$ cat src/rtl/l2_line_merge_unit_if.sv
// Request, way-data, pmem fill and merged-output signals of the L2 line merge unit.
// The unit sits on the slave side. The cache datapath, pmem and the consumer sit on the master side.
interface l2_line_merge_unit_if #(
    parameter int LINE_WIDTH  = 256,
    parameter int CHUNK_WIDTH = 128
);
    localparam int NUM_CHUNKS = LINE_WIDTH / CHUNK_WIDTH;
    localparam int IDX_W      = $clog2(NUM_CHUNKS);

    logic                     req_valid;
    logic                     req_ready;
    logic                     req_write;
    logic                     req_hit;
    logic [IDX_W-1:0]         req_chunk_idx;
    logic [CHUNK_WIDTH-1:0]   req_wdata;
    logic [CHUNK_WIDTH/8-1:0] req_wmask;
    logic [LINE_WIDTH-1:0]    way_data;

    logic                     pmem_read;
    logic                     pmem_resp;
    logic [LINE_WIDTH-1:0]    pmem_rdata;

    logic                     out_valid;
    logic                     out_ready;
    logic [LINE_WIDTH-1:0]    out_line;
    logic [CHUNK_WIDTH-1:0]   out_chunk;
    logic                     out_dirty;
    logic                     out_from_fill;

    modport master (
        output req_valid, req_write, req_hit, req_chunk_idx, req_wdata, req_wmask, way_data,
        output pmem_resp, pmem_rdata, out_ready,
        input  req_ready, pmem_read, out_valid, out_line, out_chunk, out_dirty, out_from_fill
    );

    modport slave (
        input  req_valid, req_write, req_hit, req_chunk_idx, req_wdata, req_wmask, way_data,
        input  pmem_resp, pmem_rdata, out_ready,
        output req_ready, pmem_read, out_valid, out_line, out_chunk, out_dirty, out_from_fill
    );
endinterface

$ cat src/rtl/l2_line_merge_unit.sv
// Merges a byte-masked write chunk into a cache line. The base line is the way line on a hit,
// or a line fetched from pmem on a miss. The result is held in registers until the consumer takes it.
module l2_line_merge_unit #(
    parameter int LINE_WIDTH  = 256,
    parameter int CHUNK_WIDTH = 128
) (
    input  logic                 clk,
    input  logic                 rst,
    l2_line_merge_unit_if.slave  bus
);
    localparam int NUM_CHUNKS  = LINE_WIDTH / CHUNK_WIDTH;
    localparam int IDX_W       = $clog2(NUM_CHUNKS);
    localparam int CHUNK_BYTES = CHUNK_WIDTH / 8;

    typedef enum logic [1:0] {
        S_IDLE,
        S_FILL,
        S_OUT
    } state_t;

    state_t                 state_q;
    logic                   write_q;
    logic                   hit_q;
    logic [IDX_W-1:0]       idx_q;
    logic [CHUNK_WIDTH-1:0] wdata_q;
    logic [CHUNK_BYTES-1:0] wmask_q;

    logic                   req_ready_q;
    logic                   pmem_read_q;
    logic                   out_valid_q;
    logic [LINE_WIDTH-1:0]  out_line_q;
    logic [CHUNK_WIDTH-1:0] out_chunk_q;
    logic                   out_dirty_q;
    logic                   out_from_fill_q;

    logic [LINE_WIDTH-1:0]  base_line;
    logic                   m_write;
    logic [IDX_W-1:0]       m_idx;
    logic [CHUNK_WIDTH-1:0] m_wdata;
    logic [CHUNK_BYTES-1:0] m_wmask;
    int                     chunk_base;
    logic [LINE_WIDTH-1:0]  line_d;
    logic [CHUNK_WIDTH-1:0] chunk_d;
    logic                   dirty_d;

    // One merge datapath serves both cases. On a hit it uses the live request and way_data.
    // In FILL it uses the captured request and the pmem line.
    always_comb begin
        // NOTE: every always_comb output gets a default first, so no path can leave it unassigned and infer a latch.
        base_line = bus.way_data;
        m_write   = bus.req_write;
        m_idx     = bus.req_chunk_idx;
        m_wdata   = bus.req_wdata;
        m_wmask   = bus.req_wmask;
        if (state_q == S_FILL) begin
            base_line = bus.pmem_rdata;
            m_write   = write_q;
            m_idx     = idx_q;
            m_wdata   = wdata_q;
            m_wmask   = wmask_q;
        end

        chunk_base = int'(m_idx) * CHUNK_WIDTH;
        line_d     = base_line;
        for (int b = 0; b < CHUNK_BYTES; b++) begin
            if (m_write && m_wmask[b]) begin
                line_d[chunk_base + b*8 +: 8] = m_wdata[b*8 +: 8];
            end
        end
        chunk_d = line_d[chunk_base +: CHUNK_WIDTH];
        dirty_d = m_write & (|m_wmask);
    end

    always_ff @(posedge clk) begin
        // NOTE: sequential state uses non-blocking assignments only, so every register samples pre-edge values.
        if (rst) begin
            state_q         <= S_IDLE;
            write_q         <= 1'b0;
            hit_q           <= 1'b0;
            idx_q           <= '0;
            wdata_q         <= '0;
            wmask_q         <= '0;
            req_ready_q     <= 1'b1;
            pmem_read_q     <= 1'b0;
            out_valid_q     <= 1'b0;
            out_line_q      <= '0;
            out_chunk_q     <= '0;
            out_dirty_q     <= 1'b0;
            out_from_fill_q <= 1'b0;
        end else begin
            case (state_q)
                S_IDLE: begin
                    if (bus.req_valid) begin
                        write_q     <= bus.req_write;
                        hit_q       <= bus.req_hit;
                        idx_q       <= bus.req_chunk_idx;
                        wdata_q     <= bus.req_wdata;
                        wmask_q     <= bus.req_wmask;
                        req_ready_q <= 1'b0;
                        if (bus.req_hit) begin
                            out_line_q      <= line_d;
                            out_chunk_q     <= chunk_d;
                            out_dirty_q     <= dirty_d;
                            out_from_fill_q <= 1'b0;
                            out_valid_q     <= 1'b1;
                            state_q         <= S_OUT;
                        end else begin
                            pmem_read_q <= 1'b1;
                            state_q     <= S_FILL;
                        end
                    end
                end
                S_FILL: begin
                    if (bus.pmem_resp) begin
                        out_line_q      <= line_d;
                        out_chunk_q     <= chunk_d;
                        out_dirty_q     <= dirty_d;
                        out_from_fill_q <= ~hit_q;
                        out_valid_q     <= 1'b1;
                        pmem_read_q     <= 1'b0;
                        state_q         <= S_OUT;
                    end
                end
                S_OUT: begin
                    if (bus.out_ready) begin
                        out_valid_q <= 1'b0;
                        req_ready_q <= 1'b1;
                        state_q     <= S_IDLE;
                    end
                end
                default: begin
                    state_q <= S_IDLE;
                end
            endcase
        end
    end

    assign bus.req_ready     = req_ready_q;
    assign bus.pmem_read     = pmem_read_q;
    assign bus.out_valid     = out_valid_q;
    assign bus.out_line      = out_line_q;
    assign bus.out_chunk     = out_chunk_q;
    assign bus.out_dirty     = out_dirty_q;
    assign bus.out_from_fill = out_from_fill_q;
endmodule

$ cat src/flat_wrapper.sv
// flat-port wrapper written by rule: the top's interface ports become plain ports
module l2_line_merge_unit_flat 
#(
    parameter int LINE_WIDTH  = 256,
    parameter int CHUNK_WIDTH = 128
)
  (clk, rst, bus_req_valid, bus_req_write, bus_req_hit, bus_req_chunk_idx, bus_req_wdata, bus_req_wmask, bus_way_data, bus_pmem_resp, bus_pmem_rdata, bus_out_ready, bus_req_ready, bus_pmem_read, bus_out_valid, bus_out_line, bus_out_chunk, bus_out_dirty, bus_out_from_fill);
  l2_line_merge_unit_if #(.LINE_WIDTH(LINE_WIDTH), .CHUNK_WIDTH(CHUNK_WIDTH)) bus_i ();
  input  logic clk;
  input  logic rst;
  input wire logic [$bits(bus_i.req_valid)-1:0] bus_req_valid;
  input wire logic [$bits(bus_i.req_write)-1:0] bus_req_write;
  input wire logic [$bits(bus_i.req_hit)-1:0] bus_req_hit;
  input wire logic [$bits(bus_i.req_chunk_idx)-1:0] bus_req_chunk_idx;
  input wire logic [$bits(bus_i.req_wdata)-1:0] bus_req_wdata;
  input wire logic [$bits(bus_i.req_wmask)-1:0] bus_req_wmask;
  input wire logic [$bits(bus_i.way_data)-1:0] bus_way_data;
  input wire logic [$bits(bus_i.pmem_resp)-1:0] bus_pmem_resp;
  input wire logic [$bits(bus_i.pmem_rdata)-1:0] bus_pmem_rdata;
  input wire logic [$bits(bus_i.out_ready)-1:0] bus_out_ready;
  output wire logic [$bits(bus_i.req_ready)-1:0] bus_req_ready;
  output wire logic [$bits(bus_i.pmem_read)-1:0] bus_pmem_read;
  output wire logic [$bits(bus_i.out_valid)-1:0] bus_out_valid;
  output wire logic [$bits(bus_i.out_line)-1:0] bus_out_line;
  output wire logic [$bits(bus_i.out_chunk)-1:0] bus_out_chunk;
  output wire logic [$bits(bus_i.out_dirty)-1:0] bus_out_dirty;
  output wire logic [$bits(bus_i.out_from_fill)-1:0] bus_out_from_fill;
  assign bus_i.req_valid = bus_req_valid;
  assign bus_i.req_write = bus_req_write;
  assign bus_i.req_hit = bus_req_hit;
  assign bus_i.req_chunk_idx = bus_req_chunk_idx;
  assign bus_i.req_wdata = bus_req_wdata;
  assign bus_i.req_wmask = bus_req_wmask;
  assign bus_i.way_data = bus_way_data;
  assign bus_i.pmem_resp = bus_pmem_resp;
  assign bus_i.pmem_rdata = bus_pmem_rdata;
  assign bus_i.out_ready = bus_out_ready;
  assign bus_req_ready = bus_i.req_ready;
  assign bus_pmem_read = bus_i.pmem_read;
  assign bus_out_valid = bus_i.out_valid;
  assign bus_out_line = bus_i.out_line;
  assign bus_out_chunk = bus_i.out_chunk;
  assign bus_out_dirty = bus_i.out_dirty;
  assign bus_out_from_fill = bus_i.out_from_fill;
  l2_line_merge_unit #(.LINE_WIDTH(LINE_WIDTH), .CHUNK_WIDTH(CHUNK_WIDTH)) u_core (.clk(clk), .rst(rst), .bus(bus_i));
endmodule
$ cat config.mk
export PLATFORM = sky130hd
export DESIGN_NAME = l2_line_merge_unit_flat
export DESIGN_NICKNAME = d
export VERILOG_FILES = /design/src/rtl/l2_line_merge_unit_if.sv /design/src/rtl/l2_line_merge_unit.sv /design/src/flat_wrapper.sv
export SDC_FILE = /design/constraint.sdc
export NUM_CORES = 1
export LEC_CHECK = 0
export BUFFER_PORTS_ARGS = -buffer_cell sky130_fd_sc_hd__buf_2
export CAP_MARGIN = 20
export CORE_AREA = 2 2 411 413
export DETAILED_ROUTE_END_ITERATION = 8
export DIE_AREA = 0 0 413 415
export GPL_TIMING_DRIVEN = 1
export PLACE_DENSITY_LB_ADDON = 0.1
export SLEW_MARGIN = 0
export SYNTH_ARGS = -nofsm -noshare
export SYNTH_HDL_FRONTEND = slang
export SYNTH_SLANG_ARGS = --single-unit
$ cat constraint.sdc
create_clock -name clk -period 5.2 [get_ports clk]
set_clock_uncertainty 0.15 [all_clocks]
set_input_delay 0.52 -clock clk [delete_from_list [all_inputs] [get_ports clk]]
set_output_delay 0.52 -clock clk [all_outputs]
set_load 0.03 [all_outputs]
# Yosys cells after proc, flatten, opt, wreduce, memory -nomap -nowiden
# Cells that the tools add are included.
# op_classes
add_sub_neg	31
n_mul	0
div_mod_pow	0
n_lt_le_gt_ge	0
n_eq_ne	7
shift	33
n_mux	70
n_bitwise	2
reduce_logical	27
# ops
op	n
$mux 256	20
$bwmux 256	16
$shift 8x33->256 const A	16
$shiftx 8x33->256	16
$mux 128	4
$pmux 256 s2	1
$neg 32->33	15
$pmux 128 s2	1
$shiftx 256x9->128	1
$add 8x7->9 const B	8
$add 8x6->9 const B	4
$neg 8->33	1
$add 8x5->9 const B	2
$mux 1	17
$logic_and 1x1->1	16
$mux 16	1
$reduce_or 16->1	1
$ne 2x2->1 const B	5
$add 8x4->9 const B	1
$mux 2	4
$pmux 1 s2	4
$reduce_and 4->1	2
$pmux 2 s3	1
$reduce_and 3->1	2
other kinds (10)	11
# totals
reg_bits	538
latch_bits	0
ramBits	0
romBits	0
input_bits	664
output_inout_bits	389
wordCells	183
memories	0

# Depth between registers and ports, before layout
# Gate-level depths: netlist of the first run.
# logic_depth
depth_word	40
mapped_depth	11
depth_no_buf	5

# Worst setup path after synthesis of the first run
# Ideal clock, no wire load.
# synth_timing
path_type	reg-to-reg
start	reg u_core.state_q[1]
end	reg u_core.out_chunk_q[84], in the netlist u_core.bus.out_chunk[84]
setup_time_ps	117
arrival_ps	1941
slack_ps	2992
path_stages_with_launch	10
n_path_buf	4
period_less_slack_ps	2208
cell_sequence	dfxtp_1 -> nand2b_1 -> buf_6 -> buf_12 -> buf_8 -> buf_6 -> mux2_2 -> o221ai_1 -> o21ai_0 -> a32o_1
# synth_between
elab_chain_cells	40
word_cells_on_any_way	128
classes_between	31 x add/sub; 4 x eq/ne; 33 x shift; 41 x mux; 19 x reduce/logical
# synth_lines
item	line	source
from (decl)	l2_line_merge_unit.sv:21	state_t state_q;
from (signal assigned)	l2_line_merge_unit.sv:77	state_q <= S_IDLE;
from (signal assigned)	l2_line_merge_unit.sv:106	state_q <= S_OUT;
from (signal assigned)	l2_line_merge_unit.sv:109	state_q <= S_FILL;
branches (longest 40 deep; another with $neg 32->33)	-	
to (signal assigned)	l2_line_merge_unit.sv:102	out_chunk_q <= chunk_d;
to (signal assigned)	l2_line_merge_unit.sv:116	out_chunk_q <= chunk_d;
to (decl)	l2_line_merge_unit.sv:32	logic [CHUNK_WIDTH-1:0] out_chunk_q;
# Parallel ways; which one is timed is not known. The select of a mux whose other input is x is not followed.
# A chain may end at the register's enable or synchronous reset.

# Worst setup path after layout of the first run
# layout_timing
start	reg u_core.state_q[0]
end	reg u_core.out_chunk_q[63], in the netlist u_core.bus.out_chunk[63]
# The elaborated chain is that of the path after synthesis.

==> impl_metrics.csv, run 1 <==
group,metric,value,unit
grt,grtUsageTotal,21.9,%
placement,placedInstanceArea,0.0391,mm2
synth,synth-edff-count,0,
placement,port_buffers,1052,
clock_tree,cts-root-buf,"clkbuf_16",
clock_tree,numCtsBuffers,79,
setup_path,crit_type,"register to register",
synth,avgSynthCellArea,7.29,um2
setup_path,path_depth,6,
synth,ys_seq_area_share,33.5,%
clock_tree,postCtsSetupBuffers,0,
clock_tree,insertion_delay,680,ps
synth,yosysMostFrequentCell,"nand2_1",
detailed_routing,antenna_left,0,
setup_path,cp_slowest_stage_delay,730,ps
synth,async_flop_share,0,%
clock_tree,tritoncts,"done",
sta,setup_viol,0,
cells_and_area,finalInstanceArea,0.0433,mm2
placement,hpwl,143,mm
floorplan,die_w,413,um
floorplan,rows,150,
sta,hold_viol_final,0,
detailed_routing,dr.pass1.iters,8,
detailed_routing,drt_wl_total,197,mm
synth,synth_top_area_share,33.5,%
setup_path,path_cells,"nand2b_4, a31oi_4, buf_4, nor2_2, or3_1, a32o_1",
detailed_routing,wire_per_inst,25.8,um
setup_path,crit_required,5610,ps
floorplan,die-area,0.171,mm2
setup_path,endpoint_kind,"register",
worst_hold_path,hold_depth,5,
synth,syn_area,0.0321,mm2
detailed_routing,vias_per_cell,4.89,
sta,fin_setup_tns,0,ps
detailed_routing,vias,37400,
clock_tree,cts_hold_buf,148,
synth,synthDistinctLibCells,50,
setup_path,critPathBufInv,1,
power,p_leak,18.5,nW
synth,synth_seq_cells,538,
clock_tree,clkSlewWorstSetupHoldPaths,60,ps
power,power.total,14.0,mW
detailed_routing,drc,0,
sta,finalCriticalPeriod,3640,ps
sta,finalMaxSlewViolations,0,
setup_path,crit_arrival,4040,ps
placement,dp_slack,1490,ps
sta,tightest_slew,1150,ps
synth,yosys-top-cells-area,"dfxtp_1 34%, nand2_1 17%, mux2i_1 7.2%",
floorplan,die_h,415,um
synth,synth_common_cells,"1,428 x nand2_1, 538 x dfxtp_1, 393 x a21oi_1",
clock_tree,htreeDepth,3,
grt,grt_max_degree,149,
grt,grtUsageMet2,37.2,%
sta,setup_ws,1560,ps
worst_hold_path,hp-class,"primary input to register",
grt,grt_overflow,0,
power,p_comb_share,25.8,%
synth,synth_warnings,0,
sta,fin_crit_sh,70.0,%
synth,netlist_instances,4404,
cells_and_area,nets,6013,
setup_path,r2r_slack,1560,ps
setup_path,worstSetupStartpointType,"register",
sta,maxSlewHeadroom,23.3,%
floorplan,start_util,19.3,%
sta,whs,66.8,ps
power,peakVddDrop,0.215,mV
outcome,outcome,"completed",
setup_path,path_max_fanout,35,
cells_and_area,syn_to_final_growth,34.7,%
grt,top_usage_layer,"met2",
grt,met1_usage,27.8,%
clock_tree,clockBufferDepth,3,
grt,antenna_found_initial,54,
grt,grt_pass1_wl,276,mm
sta,grt_setup_unrepaired,"no",
placement,gp_congestion,0.872,
setup_path,worstRegToRegCells,6,
synth,syn_nets,5068,
clock_tree,post_cts_resized,0,
power,p_seq_share,33.8,%
detailed_routing,drt_iter0_drc,2467,
floorplan,io_pins,1053,
grt,first_global_vias,36600,
grt,grtUsageMet3,4.16,%
setup_path,cpMaxStageDelayCell,"a31oi_4",
cells_and_area,drive_above_1_share,26.4,%
setup_path,critPathTopFamily,"simple AND/OR/NAND/NOR gates",
flow_run,max-cap-violations,0,
synth,yosysTopAreaCell,"dfxtp_1",
cells_and_area,post-route-util,26.0,%
cells_and_area,final_cells,7636,
power,p_int,8.97,mW
clock_tree,clock-sinks,538,
power,switching_power,5.05,mW
power,p_per_area,324,mW/mm2
synth,ys.flop_type,"dfxtp_1",
sta,fmax,275,MHz
power,clkPwrFrac,40.4,%
power,switching_share,36.0,%
floorplan,core_area,0.167,mm2
placement,dp.cells,7322,
## power by group through the flow
stage	sequential, mW	combinational, mW	clock [mW]
3_3_place_gp	4.82	3.54	0
6_report	4.74	3.62	5.66
5_1_grt	4.77	3.90	5.99
3_5_place_dp	4.82	3.53	0
4_1_cts	4.74	3.66	5.85
2_1_floorplan	5.18	1.67	0
## tightest hold or removal path, stage by stage
cell     delay (ps)
buf_2           110
nand2_1          50
a21oi_1          50
nand2_1          60
a31oi_1          60
## kinds of logic after synthesis
family / Yosys count / share of synthesized area, %
simple gates: 2033 / 27.0
flops: 538 / 33.5
buf+inv: 423 / 6.11
compound gates: 1058 / 21.8
mux: 352 / 11.5
## final timing paths
check	from	end
setup / recovery	u_core.state_q[0]	u_core.bus.out_chunk[63]
hold / removal	bus_way_data[167]	u_core.bus.out_line[167]
setup reg to reg	u_core.state_q[0]	u_core.bus.out_chunk[63]
hold reg to reg	u_core.wdata_q[39]	u_core.wdata_q[39]
## per-layer routing
layer  up-vias  share of wire (%)
li1      17500                  -
met2      1181                 48
met5         -               0.12
met4        40                2.7
met1     18400                 43
met3       273                5.9
## sequential cells by signal, summed over array words and instances (netlist names)
name	count
u_core.bus.out_valid	1
u_core.wmask_q	16
u_core.bus.pmem_read	1
u_core.hit_q	1
u_core.bus.out_dirty	1
u_core.bus.req_ready	1
u_core.idx_q	1
u_core.bus.out_chunk	128
u_core.bus.out_line	256
u_core.state_q	2
u_core.wdata_q	128
u_core.bus.out_from_fill	1
u_core.write_q	1
## layout by cell type (no fill, tap or decap), types with 71 or more instances in the layout
| master | synthesis | routed |
|---|---|---|
| nand2_1 | 1428 | 1427 |
| buf_2 | 61 | 1052 |
| dfxtp_1 | 538 | 535 |
| a21oi_1 | 393 | 393 |
| mux2i_1 | 230 | 229 |
| a31oi_1 | 206 | 202 |
| nor2_1 | 197 | 196 |
| dlygate4sd3_1 | 0 | 148 |
| mux2_2 | 117 | 117 |
| o21ai_0 | 111 | 111 |
| or3_1 | 88 | 88 |
| o221ai_1 | 80 | 80 |
| clkbuf_16 | 0 | 80 |
| a32o_1 | 79 | 79 |
| nand4_1 | 78 | 78 |
| nand2b_1 | 72 | 71 |
## final cells by class
type | instances | area, um2
diodes | 21 | 52.6
clock buffers | 122 | 2320
clock inverters | 21 | 297
fillers | 18700 | 123000
inverters | 12 | 47.5
multi-input cells | 3443 | 19500
flip-flops and latches | 538 | 10800
well taps | 2204 | 2760
repair buffers | 1275 | 7540
Power figures use the tool's default switching activity.
==> run 2: changes to the inputs <==
clock period = 3.6 ns   (was 5.2 ns; I/O delays follow)
==> run 2 against run 1 <==
Net effect: cell area up 14%; critical path depth up 3; hold slack worse by 26 ps; count of clock-buffer cells in the layout down 5; die area unchanged; sequential power up 43%; power up 50%; combinational power up 65%; routed wire length up 1.9%; global-route usage up 0.44 points; highest routed layer unchanged.
==> impl_metrics.csv, run 2 (synthesis gave the netlist of run 1 again) <==
group,metric,value,unit
sta,fin_crit_sh,93.0,%
grt,grt_pass1_wl,285,mm
power,peakVddDrop,0.343,mV
sta,fin_setup_tns,0,ps
sta,finalCriticalPeriod,3350,ps
setup_path,crit_type,"register to register",
sta,fmax,299,MHz
setup_path,crit_required,4020,ps
detailed_routing,drt_wl_total,200,mm
cells_and_area,drive_above_1_share,24.6,%
flow_run,max-cap-violations,0,
detailed_routing,drt_iter0_drc,2450,
sta,tightest_slew,1200,ps
detailed_routing,vias_per_cell,4.83,
setup_path,path_cells,"buf_4, nor2b_4, buf_12, buf_4, nand2_1, nand2_1, dlygate4sd3_1, nand2_1, a311oi_1",
sta,whs,40.3,ps
placement,port_buffers,1052,
cells_and_area,final_cell_mix,"1,427 x nand2_1, 1,051 x buf_2, 689 x dlygate4sd3_1, 535 x dfxtp_1, 393 x a21oi_1",
outcome,outcome,"completed",
detailed_routing,dr.pass1.iters,5,
cells_and_area,largest_reg_flops,256,
cells_and_area,fillers,18400,
setup_path,worstSetupStartpointType,"register",
power,p_leak,21.3,nW
clock_tree,clock-sinks,538,
clock_tree,tritoncts,"done",
detailed_routing,vias,39700,
clock_tree,postCtsSetupBuffers,0,
floorplan,rows,150,
floorplan,die-area,0.171,mm2
setup_path,critPathTopFamily,"buffers and inverters",
setup_path,critPathBufInv,4,
clock_tree,clockBufferDepth,3,
cells_and_area,final_common_cell,"nand2_1",
grt,first_global_vias,39500,
cells_and_area,syn_to_final_growth,53.0,%
clock_tree,htreeDepth,3,
clock_tree,clkSlewWorstSetupHoldPaths,60,ps
placement,hpwl,144,mm
setup_path,cp_common_cell,"nand2_1",
worst_hold_path,hp-class,"primary input to register",
detailed_routing,drc,0,
cells_and_area,post-route-util,29.5,%
setup_path,cp_slowest_stage_delay,630,ps
detailed_routing,antenna_left,0,
cells_and_area,nets,6595,
clock_tree,cts-root-buf,"clkbuf_16",
power,power.total,21.0,mW
power,p_per_area,427,mW/mm2
clock_tree,numCtsBuffers,80,
grt,grt_max_degree,166,
sta,grt_setup_unrepaired,"no",
setup_path,endpoint_kind,"register",
floorplan,die_w,413,um
clock_tree,insertion_delay,690,ps
sta,setup_viol,0,
floorplan,core_area,0.167,mm2
floorplan,io_pins,1053,
detailed_routing,wire_per_inst,24.4,um
placement,gp_congestion,0.863,
sta,finalMaxSlewViolations,0,
grt,grtUsageTotal,22.3,%
sta,hold_viol_final,0,
setup_path,path_max_fanout,72,
grt,antenna_found_initial,44,
grt,grt_overflow,0,
floorplan,die_h,415,um
setup_path,cpMaxStageDelayCell,"buf_4",
floorplan,start_util,19.3,%
setup_path,crit_arrival,3770,ps
sta,maxSlewHeadroom,20.0,%
-- run 2: cell count changes in the layout (fill, tap and decap cells not counted), moves of 2 or more --
cell and change:
a31oi_1 +2, a31oi_2 -2, buf_12 +14, buf_4 +28
bufinv_16 -3, clkbuf_1 -10, clkbuf_16 +2, clkbuf_8 +3
clkinv_2 +4, diode_2 -5, dlygate4sd3_1 +541
-- run 2: report_power, final --
group          switching (mW)  internal [mW]
logic                    3.70           2.27
clock network            3.45           4.75
registers               0.364           6.44
-- run 2: area by class of cell --
type	instances	area, um2	area share (%)
Tap cell	2204	2760	5.61
Sequential cell	538	10800	21.9
Multi-Input combinational cell	3443	19500	39.6
Clock buffer	117	2370	4.83
Clock inverter	26	293	0.596
Inverter	12	47.5	0.0967
Timing Repair Buffer	1856	13400	27.3
Antenna cell	16	40.0	0.0814
-- run 2: path summary, 6_finish.rpt --
path              depth (start not counted)                       end  slack (ps)            startpoint
setup / recovery                          9  u_core.bus.out_line[228]         250     u_core.state_q[0]
hold / removal                            4   u_core.bus.out_chunk[8]          40     bus_pmem_rdata[8]
setup reg to reg                          9  u_core.bus.out_line[228]         250     u_core.state_q[0]
hold reg to reg                           2      u_core.bus.out_valid         300  u_core.bus.out_valid
-- run 2: worst min-delay path: cells and delay by family --
kind	cells	cell delay, ps
compound gates	1	180
simple gates	2	230
buf+inv	1	80
-- run 2: layer usage --
| metal | up-vias | share of wire (%) | global-route usage [%] |
|---|---|---|---|
| met2 | 1279 | 48 | 38.4 |
| met4 | 30 | 3.1 | 6.63 |
| met1 | 19400 | 44 | 28.4 |
| met3 | 291 | 4.9 | 3.49 |
| li1 | 18700 | - | - |
| met5 | - | 0.096 | 0 |
-- run 2: timing repair --
item,in CTS,in global routing
hold endpoints to repair,490,0
resized for setup,0,0
setup endpoints to repair,0,0
hold buffers,689,0
-- run 2: per-stage QoR --
stage,cells,setup slack [ps],area (um2)
floorplan,4404,1390,32100
global placement,7363,720,39600
detailed placement,7364,695,39600
CTS,8196,232,49100
global route,8206,57.0,49100
finish,8212,254,49200
